## src/rtl/fifo_wr_ctrl.sv

```systemverilog
// Write-side controller for an asynchronous FIFO: the write pointer (binary and
// Gray), memory write strobe, and registered fill level / full / almost-full / overflow flags.
module fifo_wr_ctrl #(
  parameter int ADDR_WIDTH     = 2,
  parameter int ALMOST_FULL_TH = 3
) (
  input  logic                  wr_clk,
  input  logic                  wr_reset_n,
  input  logic                  wr_en_i,
  input  logic [ADDR_WIDTH:0]   rd_ptr_gray_sync_i,
  output logic                  mem_we_o,
  output logic [ADDR_WIDTH-1:0] wr_addr_o,
  output logic [ADDR_WIDTH:0]   wr_ptr_gray_o,
  output logic                  full_o,
  output logic                  almost_full_o,
  output logic [ADDR_WIDTH:0]   wr_level_o,
  output logic                  overflow_o
);

  localparam int            PW      = ADDR_WIDTH + 1;
  localparam logic [PW-1:0] DEPTH_L = PW'(1 << ADDR_WIDTH);
  localparam logic [PW-1:0] AF_TH   = PW'(ALMOST_FULL_TH);

  logic [PW-1:0] r_wr_bin;
  logic [PW-1:0] r_wr_gray;
  logic [PW-1:0] r_level;
  logic          r_full;
  logic          r_afull;
  logic          r_ovf;

  logic          w_push;
  logic [PW-1:0] w_next_bin;
  logic [PW-1:0] w_rd_bin;
  logic [PW-1:0] w_next_level;

  function automatic logic [PW-1:0] gray2bin(input logic [PW-1:0] g);
    logic [PW-1:0] b;
    b[PW-1] = g[PW-1];
    for (int i = PW - 2; i >= 0; i--) begin
      b[i] = b[i+1] ^ g[i];
    end
    return b;
  endfunction

  // Push is gated by reset so the memory never sees a strobe during reset.
  assign w_push       = wr_en_i & ~r_full & wr_reset_n;
  assign w_next_bin   = r_wr_bin + {{(PW-1){1'b0}}, w_push};
  assign w_rd_bin     = gray2bin(rd_ptr_gray_sync_i);
  assign w_next_level = w_next_bin - w_rd_bin;

  always_ff @(posedge wr_clk) begin
    if (!wr_reset_n) begin
      r_wr_bin  <= '0;
      r_wr_gray <= '0;
      r_level   <= '0;
      r_full    <= 1'b0;
      r_afull   <= 1'b0;
      r_ovf     <= 1'b0;
    end else begin
      r_wr_bin  <= w_next_bin;
      r_wr_gray <= w_next_bin ^ (w_next_bin >> 1);
      r_level   <= w_next_level;
      r_full    <= (w_next_level == DEPTH_L);
      r_afull   <= (w_next_level >= AF_TH);
      if (wr_en_i && r_full) begin
        r_ovf <= 1'b1;
      end
    end
  end

  assign mem_we_o      = w_push;
  assign wr_addr_o     = r_wr_bin[ADDR_WIDTH-1:0];
  assign wr_ptr_gray_o = r_wr_gray;
  assign full_o        = r_full;
  assign almost_full_o = r_afull;
  assign wr_level_o    = r_level;
  assign overflow_o    = r_ovf;

endmodule

```

## config.mk

```make
export PLATFORM = sky130hd
export DESIGN_NAME = fifo_wr_ctrl
export DESIGN_NICKNAME = d
export VERILOG_FILES = /design/src/rtl/fifo_wr_ctrl.sv
export SDC_FILE = /design/constraint.sdc
export NUM_CORES = 1
export LEC_CHECK = 0
export CORE_AREA = 4 4 41 43
export DETAILED_ROUTE_END_ITERATION = 16
export DIE_AREA = 0 0 45 47
export SLEW_MARGIN = 20
export SYNTH_ARGS = -nofsm -noshare
export SYNTH_HDL_FRONTEND = slang
export SYNTH_SLANG_ARGS = --single-unit
```

## constraint.sdc

```tcl
create_clock -name wr_clk -period 3.2 [get_ports wr_clk]
set_input_delay 0.64 -clock wr_clk [delete_from_list [all_inputs] [get_ports wr_clk]]
set_output_delay 0.64 -clock wr_clk [all_outputs]
set_load 0.01 [all_outputs]
```

==> results of run 1 <==
-- per-stage QoR --
step / cell area (sq um) / hold slack, ps
2_1_floorplan: 439.2 / 502.2
3_3_place_gp: 628.1 / 467.8
3_5_place_dp: 628.1 / 459.2
4_1_cts: 654.4 / 490.3
5_1_grt: 654.4 / 527.7
6_report: 654.4 / 483.8
-- cell families (layout without fill, tap and decap cells) --
kind of cell	Yosys count	in the layout	share of synthesized area, %
compound gates	2	2	2.277
xor+xnor	7	7	15.67
fa+ha+maj	4	4	13.11
buf+inv	3	24	2.564
flops	11	11	50.14
simple gates	13	13	16.24
-- power by group --
group          switching (mW)  total (mW)  internal (mW)
sequential            0.00570       0.161          0.155
combinational          0.0478       0.112         0.0638
clock                  0.0463      0.0945         0.0482
-- cells in the final DEF, fill, tap and decap left out --
cell and instances:
nor4b_2 1, nand2_1 2, fa_1 1, clkbuf_1 1
dfxtp_1 11, and2_1 2, clkdlybuf4s50_1 17, ha_1 3
xnor2_1 6, and2_2 1, clkbuf_4 3, o21ai_0 1
a21oi_1 1, xor2_2 1, nor2b_1 1, inv_1 3
nor2_1 6
-- per-layer routing --
metal / GRT usage [%] / up-vias / part of all wire [%]
li1: - / 166 / -
met1: 11.06 / 135 / 45
met2: 14.12 / 14 / 45
met3: 3.831 / 2 / 8.6
met4: 5.263 / 0 / 0.98
met5: 0 / - / 0
-- state kept, by name, indices dropped and copies added (netlist names) --
name,cells
wr_level_o,3
almost_full_o,1
r_wr_bin,3
wr_ptr_gray_o,2
full_o,1
overflow_o,1
-- cell type report --
type	count	area, sq um	area share, %
Clock buffer	4	26.28	4.015
Inverter	3	11.26	1.721
Multi-Input combinational cell	26	207.7	31.74
Sequential cell	11	220.2	33.65
Tap cell	15	18.77	2.868
Timing Repair Buffer	17	170.2	26.00
-- final timing paths --
check	from	slack, ps	end	depth (start not counted)
worst max-delay path	wr_reset_n	460	full_o$_SDFF_PN0_	11
worst min register to register	overflow_o$_SDFFE_PN0P_	480	overflow_o$_SDFFE_PN0P_	2
worst min-delay path	overflow_o$_SDFFE_PN0P_	480	overflow_o$_SDFFE_PN0P_	2
worst max register to register	full_o$_SDFF_PN0_	1140	full_o$_SDFF_PN0_	9
-- worst register-to-register path, stage by stage (launching register included) --
cell and delay [ps]:
dfxtp_1 330, nor2_1 160, ha_1 280, inv_1 90, ha_1 150, inv_1 50, fa_1 370, xnor2_1 140
xnor2_1 160, nor4b_2 250
==> impl.org, run 1 <==
** Run status
- Outcome :: complete, no violations

** Finish
- The repair_antennas step left the layout with diodes totalling 0.
- At the end of the flow the core is filled with cells to 50.29%.
- Area growth from synthesis to layout :: 49.00%
- The layout has 146 filler cells.
- Layout cell share with drive strength beyond 1 :: 9.836%
- Non-Filler Instances :: 76
- Total Nets Final :: 72

** CTS
- In this run the post-CTS setup repair buffer count came out at 0.
- Number of clock sinks :: 11
- Cell chosen for the clock root :: clkbuf_4
- In this run the deepest clock path goes through 2 buffers.
- Clock-pin slew was measured on the worst setup and hold paths at 70 ps.
- Clock tree from TritonCTS :: built
- Post-CTS Resized :: 0
- The number of hold buffers added after CTS was 0.
- CTS built an H-tree with a depth of 1.
- In this run, CTS created clock tree buffers numbering 3.
- Clock latency at the later pin of the worst-skew pair :: 260 ps

** STA
- Setup repair after global routing left no endpoint under its margin.
- Post-layout min period :: 2740 ps
- The number of endpoints with negative hold slack in the final report was 0.
- On the final layout, the worst clock skew is 2.772 ps.
- Setup total negative slack on the finished layout was measured at 0 ps.
- At the pin with the least slew margin, the transition time is 319.9 ps.
- # setup viols final :: 0
- Worst setup slack after layout :: 460.3 ps
- Final worst-path cycle share :: 85.62%
- Fin. max-slew vios :: 0
- Upper clock frequency limit :: 365.0 MHz
- Measured against its own limit, the worst slew margin works out to 78.52%.

** Drt
- Summed over all layers, the routed wires come to 813 um.
- ANT nets after route :: 0
- The pre-antenna-repair detailed-routing pass consisted of 4 iterations.
- Detailed Route Iter0 Violations :: 9
- Across all layers, the routed design uses 317 vias.
- Vias per inst :: 4.171
- In the final routed layout, each cell accounts on average for 10.70 um.
- Detailed-route DRC error count :: 0

** Synthesis
- Total of warnings raised by yosys :: 0
- Post-Syn Nets :: 50
- Mean instance size in the synthesized netlist :: 10.98 sq um
- Flip-flop cell with the highest count after synthesis :: dfxtp_1
- The synthesized design contains 0 enable-type register cells.
- By instance count, the leading cell after synthesis is dfxtp_1.
- Dominant cells by area after synthesis :: dfxtp_1 (50%), xnor2_1 (12%), ha_1 (8.5%)
- Yosys top cell area share :: 50.14%
- Cell taking the most area after synthesis :: dfxtp_1
- Unique cell type count in the Yosys netlist :: 14
- In the synthesized netlist, the cells that appear most often are dfxtp_1 (11), nor2_1 (6), xnor2_1 (6), ha_1 (3), inv_1 (3).
- Summed instance area of the synthesized netlist :: 439.2 sq um
- In the synthesized netlist, the number of instances is 40.
- Sequential elements use 50.14% of the synthesized area.
- Synthesis inferred 11 register bits.
- Of all flip-flops after synthesis, the portion carrying an async set or reset was 0%.

** Worst setup path
- Worst-path fanout max :: 6
- Largest stage delay on the critical path :: 570 ps
- The slowest stage of the critical path is the clkdlybuf4s50_1 cell.
- The setup path with the least slack is of type primary input to flip-flop.
- Crit path max-delay family :: adder cells
- Startpoint class of the critical path :: primary input
- Critical path required time :: 3380 ps
- Buffer and inverter count on the worst path :: 3
- The critical path goes through clkdlybuf4s50_1, nand2_1, nor2_1, ha_1, inv_1, ha_1, inv_1, fa_1, xnor2_1, xnor2_1, nor4b_2.
- STA puts the critical path data arrival time at 2920 ps.
- The worst setup path is captured at a flip-flop.

** Placed design
- The congestion estimate from routability-driven global placement came to 0.6652.
- Placement-stage worst setup slack :: 182.8 ps
- Port buffer count :: 17
- The HPWL after detailed placement is 648.8 um.
- Inst Count DP :: 72

** Hold path
- Class of the most critical hold timing path :: flip-flop to flip-flop

** Pwr
- Dividing total power by cell area gives a power density of 561.0 nW/um^2.
- Power comes to 0.3671 mW.
- The analysis attributes to cell leakage a power of 0.2675 nW.
- Worst supply voltage drop on vdd :: 0.0002451 V

** GRT
- Global-route wire length before repair :: 1366 um
- Number of global-route vias before repair :: 332
- Residual overflow from global routing :: 0
- Global routing used 9.286% of the available tracks across all layers.
- Number of antenna violations at the first check in global routing :: 0
- Entering global routing, the biggest net connects 8 pins.

** Floorplanning
- Core Region :: 1301 sq um
- 18 I/O pins were placed.
- The floorplan step set the die width to 45 um.
- Number of cell rows :: 13
- Once the floorplan was initialized, standard cells occupied 33.75% of the core.
- Die outline area :: 2115 sq um
- From bottom edge to top edge, the die measures 47 um.

** Run
- The tool flagged a number of max-cap violations equal to 0.
(Power assumes the default switching activity.)
==> inputs of run 2 (changes only) <==
--- a/config.mk
+++ b/config.mk
@@ -10,2 +10,3 @@
 export DIE_AREA = 0 0 45 47
+export MAX_ROUTING_LAYER = met4
 export SLEW_MARGIN = 20
--- a/constraint.sdc
+++ b/constraint.sdc
@@ -3,2 +3,2 @@
 set_output_delay 0.64 -clock wr_clk [all_outputs]
-set_load 0.01 [all_outputs]
+set_load 0.1 [all_outputs]
==> run 2 against run 1 <==
  * Non-clock buffer count is the same
  * Count of clock-buffer cells in the layout unchanged
  * Flip-flop and latch count unchanged
  * Clock skew is 2.0 ps higher
  * Sequential power is essentially flat
==> impl.org, run 2 (synthesis results as in run 1) <==
** Drt
- For this block, the routed nets add up to 824 um of wire.
- Dividing the detail-routed wire length by the instance count gives 10.84 um.
- Detailed-route DRC error count :: 0
- Vias per inst :: 4.211
- Via total after detailed routing :: 320
- For this run, the detailed router's first-pass iteration total came to 1.
- ANT nets after route :: 0
- Detailed Route Iter0 Violations :: 0

** Floorplanning
- Number of cell rows :: 13
- After floorplanning, the core was sized to cover 1301 sq um.
- Effective utilization at floorplan :: 33.75%
- The floorplan step set the die width to 45 um.
- During I/O placement, the number of pins put on the boundary was 18.
- Die Height :: 47 um
- Die outline area :: 2115 sq um

** CTS
- Cell chosen for the clock root :: clkbuf_4
- CTS saw 11 sinks.
- H-tree depth :: 1
- After clock tree synthesis, the clock-pin slew on the worst setup and hold paths is 70 ps.
- Clock buffer count from CTS :: 3
- In this run the post-CTS setup repair buffer count came out at 0.
- The clock passes through at most 2 buffers.
- Clock tree from TritonCTS :: built
- CTS Hold Bufs :: 0
- The number of gates resized after CTS was 0.
- For the worst-skew pair, the clock arrives at the later sink with an insertion delay of 260 ps.

** GRT
- Largest net degree at the start of global routing :: 8
- Global routing usage on met3 :: 2.299%
- For met1 alone, demand over resource in global routing was 10.39%.
- Global-route wire length before repair :: 1317 um
- GR Util All Layers :: 9.844%
- Global routing used 14.41% of the available met2 tracks.
- The layer flagged by global routing as most heavily used is met2.
- Summed over all layers, the global routing overflow is 0.
- Number of global-route vias before repair :: 315
- The number of antenna violations at the first check in global routing came to 0.

** Worst setup path
- Worst-path fanout max :: 6
- Counting cells, the worst reg-to-reg path comes to 9.
- Element type at the critical path end :: flip-flop
- The worst setup path is launched from a primary input.
- Flop-to-flop setup slack :: 1080 ps
- The worst setup path is of the primary input to flip-flop kind.
- Critical path required time :: 3350 ps
- Arrival time reported for the critical path endpoint :: 2900 ps

** Pwr
- Switching portion of total power :: 47.10%
- Sequential share of power :: 32.5%
- After layout, the design draws a total of 0.4981 mW.
- Internal portion of total power :: 0.2635 mW
- Share of power burned in the clock network :: 18.9%
- The analysis attributes to cell leakage a power of 0.2922 nW.
- Combinational cells account for 48.5% of the total power.
- Sw power :: 0.2346 mW
- Worst supply voltage drop on vdd :: 0.0002455 V
- Power per cell area :: 773.0 nW/um^2

** Finish
- The filler cells instantiated in the layout total 144.
- In the final design database the tool counted 72 nets.
- After the flow finishes, the layout carries non-filler instances totaling 76.
- Top library cells by usage in the layout, fill and taps aside :: dfxtp_1 (11), buf_4 (11), xnor2_1 (6), nor2_1 (5), clkdlybuf4s50_1 (5)
- Registers take 220.2 sq um.
- Number of diodes added for antenna fixing :: 0
- Area growth from synthesis to layout :: 46.72%
- In the final layout, the multi-input gates occupy 215.2 sq um.
- Layout cell share with drive strength beyond 1 :: 31.15%

** Placed design
- Port buffer count :: 17
- Once detailed placement completed, the half-perimeter wirelength came to 695.6 um.
- The congestion estimate from routability-driven global placement came to 0.7392.
- The number of placed instances, taps included, is 72.

** Run status
- The run finished with clean final reports.

** STA
- Between clock sinks in the finished design, the worst skew comes to 4.746 ps.
- Setup violations remaining at the end of the flow were counted as 0.
- In this run the tightest slew margin relative to its limit is 78.06%.
- Adding up every negative setup slack in the final design gives 0 ps.
- The max-slew violation count came to 0.
- Total count of hold-check failures in the final report :: 0
- Setup repair after global routing left no endpoint under its margin.
- Upper clock frequency limit :: 363.5 MHz
- The smallest clock period supported by the final layout is computed as 2751 ps.
- Final worst-path cycle share :: 85.98%
- Slew at the pin with the worst max-slew slack :: 326.8 ps

** Hold path
- Class of the most critical hold timing path :: flip-flop to flip-flop
- Hold Path Stages :: 2

** Run
- Max capacitance violation total :: 0
## run 2: cell count changes in the layout (fill, tap and decap cells not counted), sizes merged
cell and delta:
clkdlybuf4s50 -12, buf +12
## run 2: final cells by class
type | count | area share, %
tap | 15 | 2.913
timing repair buffer | 17 | 23.69
inverter | 3 | 1.748
sequential | 11 | 34.17
multi-input combinational | 26 | 33.40
clock buffer | 4 | 4.078
## run 2: final timing paths
kind                      startpoint                       end
max reg2reg        full_o$_SDFF_PN0_  almost_full_o$_SDFF_PN0_
min          overflow_o$_SDFFE_PN0P_   overflow_o$_SDFFE_PN0P_
max                       wr_reset_n  almost_full_o$_SDFF_PN0_
min reg2reg  overflow_o$_SDFFE_PN0P_   overflow_o$_SDFFE_PN0P_
## run 2: metrics by stage
step / instance area [sq um] / util, % / hold WS (ps) / worst slack (ps)
after floorplan: 446.7 / - / 767.3 / 212.8
after global placement: 618.1 / 47.50 / 456.9 / 176.6
after detailed placement: 618.1 / 47.50 / 465.1 / 134.5
after CTS: 644.4 / 49.52 / 482.4 / 418.0
after global routing: 644.4 / 49.52 / 537.4 / 267.8
final: 644.4 / 49.52 / 474.2 / 448.8
## run 2: critical path, cell delays in order
cell	delay [ps]
clkdlybuf4s50_1	550
nand2_1	110
nor2_4	130
ha_1	270
inv_1	90
ha_1	150
inv_1	50
fa_1	370
xnor2_1	150
xnor2_1	280
o21ai_0	110
## run 2: per-layer routing
layer  part of all wire (%)  vias to the layer above  wire length [um]
li1                       -                      165                 -
met1                     41                      138               339
met2                     48                       13               393
met3                    6.6                        4                54
met4                    4.4                        0                36
met5                      0                        -                 0
## run 2: power by group through the flow
stage          clock network [mW]  registers (mW)  logic, mW
2_1_floorplan                   0           0.299     0.0565
3_3_place_gp                    0           0.165      0.243
3_5_place_dp                    0           0.165      0.244
4_1_cts                    0.0980           0.162      0.245
5_1_grt                     0.105           0.163      0.254
6_report                   0.0943           0.162      0.242
==> inputs of run 3 (changes only) <==
- clock period: 3.2 -> 2.6 ns (I/O delays scaled with it)
==> run 3 against run 2 <==
  * Non-clock buffer count is 6 higher
  * Final area up 12%
  * Critical path depth stayed put
  * Count of clock-buffer cells in the layout stayed put
  * Largest cell class is now multi-input gates
  * Highest routed layer unchanged
==> impl.org, run 3 (synthesis results as in run 1) <==
** STA
- Setup violations remaining at the end of the flow were counted as 0.
- Minimum hold slack :: 471.5 ps
- Setup repair after global routing missed its margin :: no
- The worst path in the final design needs a cycle of 2433 ps, including I/O delays and setup.
- Final worst-path cycle share :: 93.57%
- Setup total negative slack :: 0 ps
- In this run the tightest slew margin relative to its limit is 81.42%.
- Across the routed clock network, the largest skew measured is 6.377 ps.
- The number of endpoints with negative hold slack in the final report is 0.
- Fin. max-slew vios :: 0
- Based on the critical path, the design can be clocked at up to 411.0 MHz.
- Slew at the pin with the worst max-slew slack :: 281.0 ps

** Pwr
- Power spread over the standard cell area amounts to 884.3 nW/um^2.
- The clock network burns 17.9% of the power.
- For this design the total switching power over the nets is 0.2917 mW.
- Leak pwr :: 0.3290 nW
- IR analysis of the VDD net gives a maximum drop of 0.0004392 V.
- The internal power of the cells totals 0.3456 mW.
- Comb power frac :: 50.6%
- Sequential share of power :: 31.5%
- Switching portion of total power :: 45.76%

** CTS
- Clock latency at the later pin of the worst-skew pair :: 270 ps
- No sink is reached through more buffers than the 2 on the longest clock path.
- In this run the number of H-tree levels came out at 1.
- Post-CTS setup buffer count :: 0
- TritonCTS built the clock tree.
- Counting the buffers created by CTS gives 3.
- Clock-pin slew was measured on the worst setup and hold paths at 70 ps.
- CTS placed an instance of clkbuf_4 at the clock tree root.
- The clock drives 11 sinks.

** Worst setup path
- Flop-to-flop setup slack :: 700 ps
- Worst-path fanout max :: 3
- The most critical setup path has its startpoint at wr_reset_n.
- In this run the worst setup path terminates at full_o$_SDFF_PN0_.
- Element type at the critical path end :: flip-flop
- Critical path required time :: 2780 ps
- Worst r2r path cells :: 9
- Arrival time reported for the critical path endpoint :: 2610 ps
- Startpoint class of the critical path :: primary input
- In this run the critical register-to-register path is captured at full_o$_SDFF_PN0_.
- The critical path is of the primary input to flip-flop type.
- In this run the critical register-to-register path is launched from full_o$_SDFF_PN0_.

** Placed design
- Buffers placed on the I/O ports in this run total 17.
- At the end of routability-driven placement, the weighted congestion stood at 0.7266.
- Detailed placement finished with a half-perimeter wire length of 724.6 um.

** GRT
- Largest net degree at the start of global routing :: 8
- GR Util All Layers :: 10.01%
- The number of antenna violations at the first check in global routing was 0.
- The number of global-route vias before repair was 316.
- For this run the aggregate overflow at the end of global routing stands at 0.
- Global-route wire length before repair :: 1311 um

** Run
- Across the run, the number of max-cap violations was 0.

** Finish
- Area growth from synthesis to layout :: 64.10%
- The number of antenna diodes in the final layout is 0.
- Top library cells by usage in the layout, fill and taps aside :: buf_4 (17), dfxtp_1 (10), nor2_1 (5), clkdlybuf4s50_1 (5), xnor2_1 (4)
- After the last flow step, the layout net total stands at 78.
- Fill cell total of the finished layout :: 118
- The library cell used most frequently in the layout, excluding fill and tap cells, is buf_4.
- Layout cell share with drive strength beyond 1 :: 44.78%

** Drt
- ANT nets after route :: 0
- Summed over all layers, the routed wires come to 830 um.
- Via total after detailed routing :: 349
- Vias per inst :: 4.256
- Dividing the detail-routed wire length by the instance count gives 10.12 um.
- Detailed Route Iter0 Violations :: 3
- The pre-antenna-repair detailed-routing pass consisted of 2 iterations.
- Detailed-route DRC error count :: 0

** Floorplanning
- Core Region :: 1301 sq um
- The floorplan has 13 rows.
- Number of ports placed on the die boundary :: 18
- The die is 47 um tall.
- The initial utilization of the core area, before any placement, comes to 33.75%.
- Die X :: 45 um
- Die outline area :: 2115 sq um

** Run status
- The flow ran to the end, and the final reports show no timing, DRC or antenna violations.

** Hold path
- The min-delay analysis places its worst path in the category flip-flop to flip-flop.
==> run 3: per-stage QoR <==
stage                     cell area [sq um]  instances  utilization [%]  setup slack [ps]  total power, mW
after CTS                             705.7         82            54.23             94.64           0.6396
after global placement                679.4         78            52.21            -162.5           0.5205
after floorplan                       462.9         40                -            0.8138           0.4431
after global routing                  720.7         82            55.38             1.194           0.6763
final                                 720.7         82            55.38             167.2           0.6373
after detailed placement              679.4         78            52.21            -192.9           0.5238
==> run 3: layout make-up <==
| type | count | area, sq um | area share (%) |
|---|---|---|---|
| multi-input cells | 26 | 245.2 | 34.03 |
| flip-flops and latches | 11 | 221.5 | 30.73 |
| repair buffers | 23 | 197.7 | 27.43 |
| clock buffers | 4 | 26.28 | 3.646 |
| well taps | 15 | 18.77 | 2.604 |
| inverters | 3 | 11.26 | 1.563 |
==> run 3: critical path, cell delays in order <==
cell	delay [ps]
clkdlybuf4s50_1	500
nand2_1	90
nor2_4	140
ha_4	210
inv_1	70
ha_1	140
inv_1	40
fa_2	340
xnor2_2	150
xnor2_2	150
nor4b_2	240
==> run 3: what timing repair did <==
item	CTS	global route
hold buffers	0	0
setup endpoints to repair	0	2
gates resized for setup	0	2
==> run 3: power by group through the flow <==
stage          clock network [mW]  registers [mW]  logic [mW]
4_1_cts                     0.120           0.201       0.319
2_1_floorplan                   0           0.370      0.0732
6_report                    0.114           0.201       0.322
3_5_place_dp                    0           0.205       0.319
5_1_grt                     0.135           0.203       0.338
3_3_place_gp                    0           0.205       0.316
==> run 3: how the worst min path moves through the flow <==
| stage | startpoint | end | depth (start not counted) |
|---|---|---|---|
| floorplan | wr_reset_n | r_wr_bin[1]$_SDFF_PN0_ | 1 |
| finish | overflow_o$_SDFFE_PN0P_ | overflow_o$_SDFFE_PN0P_ | 2 |
| global placement | overflow_o$_SDFFE_PN0P_ | overflow_o$_SDFFE_PN0P_ | 2 |
| CTS | overflow_o$_SDFFE_PN0P_ | overflow_o$_SDFFE_PN0P_ | 2 |
| global route | overflow_o$_SDFFE_PN0P_ | overflow_o$_SDFFE_PN0P_ | 2 |
| detailed placement | overflow_o$_SDFFE_PN0P_ | overflow_o$_SDFFE_PN0P_ | 2 |
==> run 3: routing by layer <==
layer  GRT usage [%]  wire (um)  up-vias
met5               -          0        -
met4           12.28         32        0
met3           2.299         58        4
met2           14.12        389       13
met1           10.39        349      154
li1                -          -      178
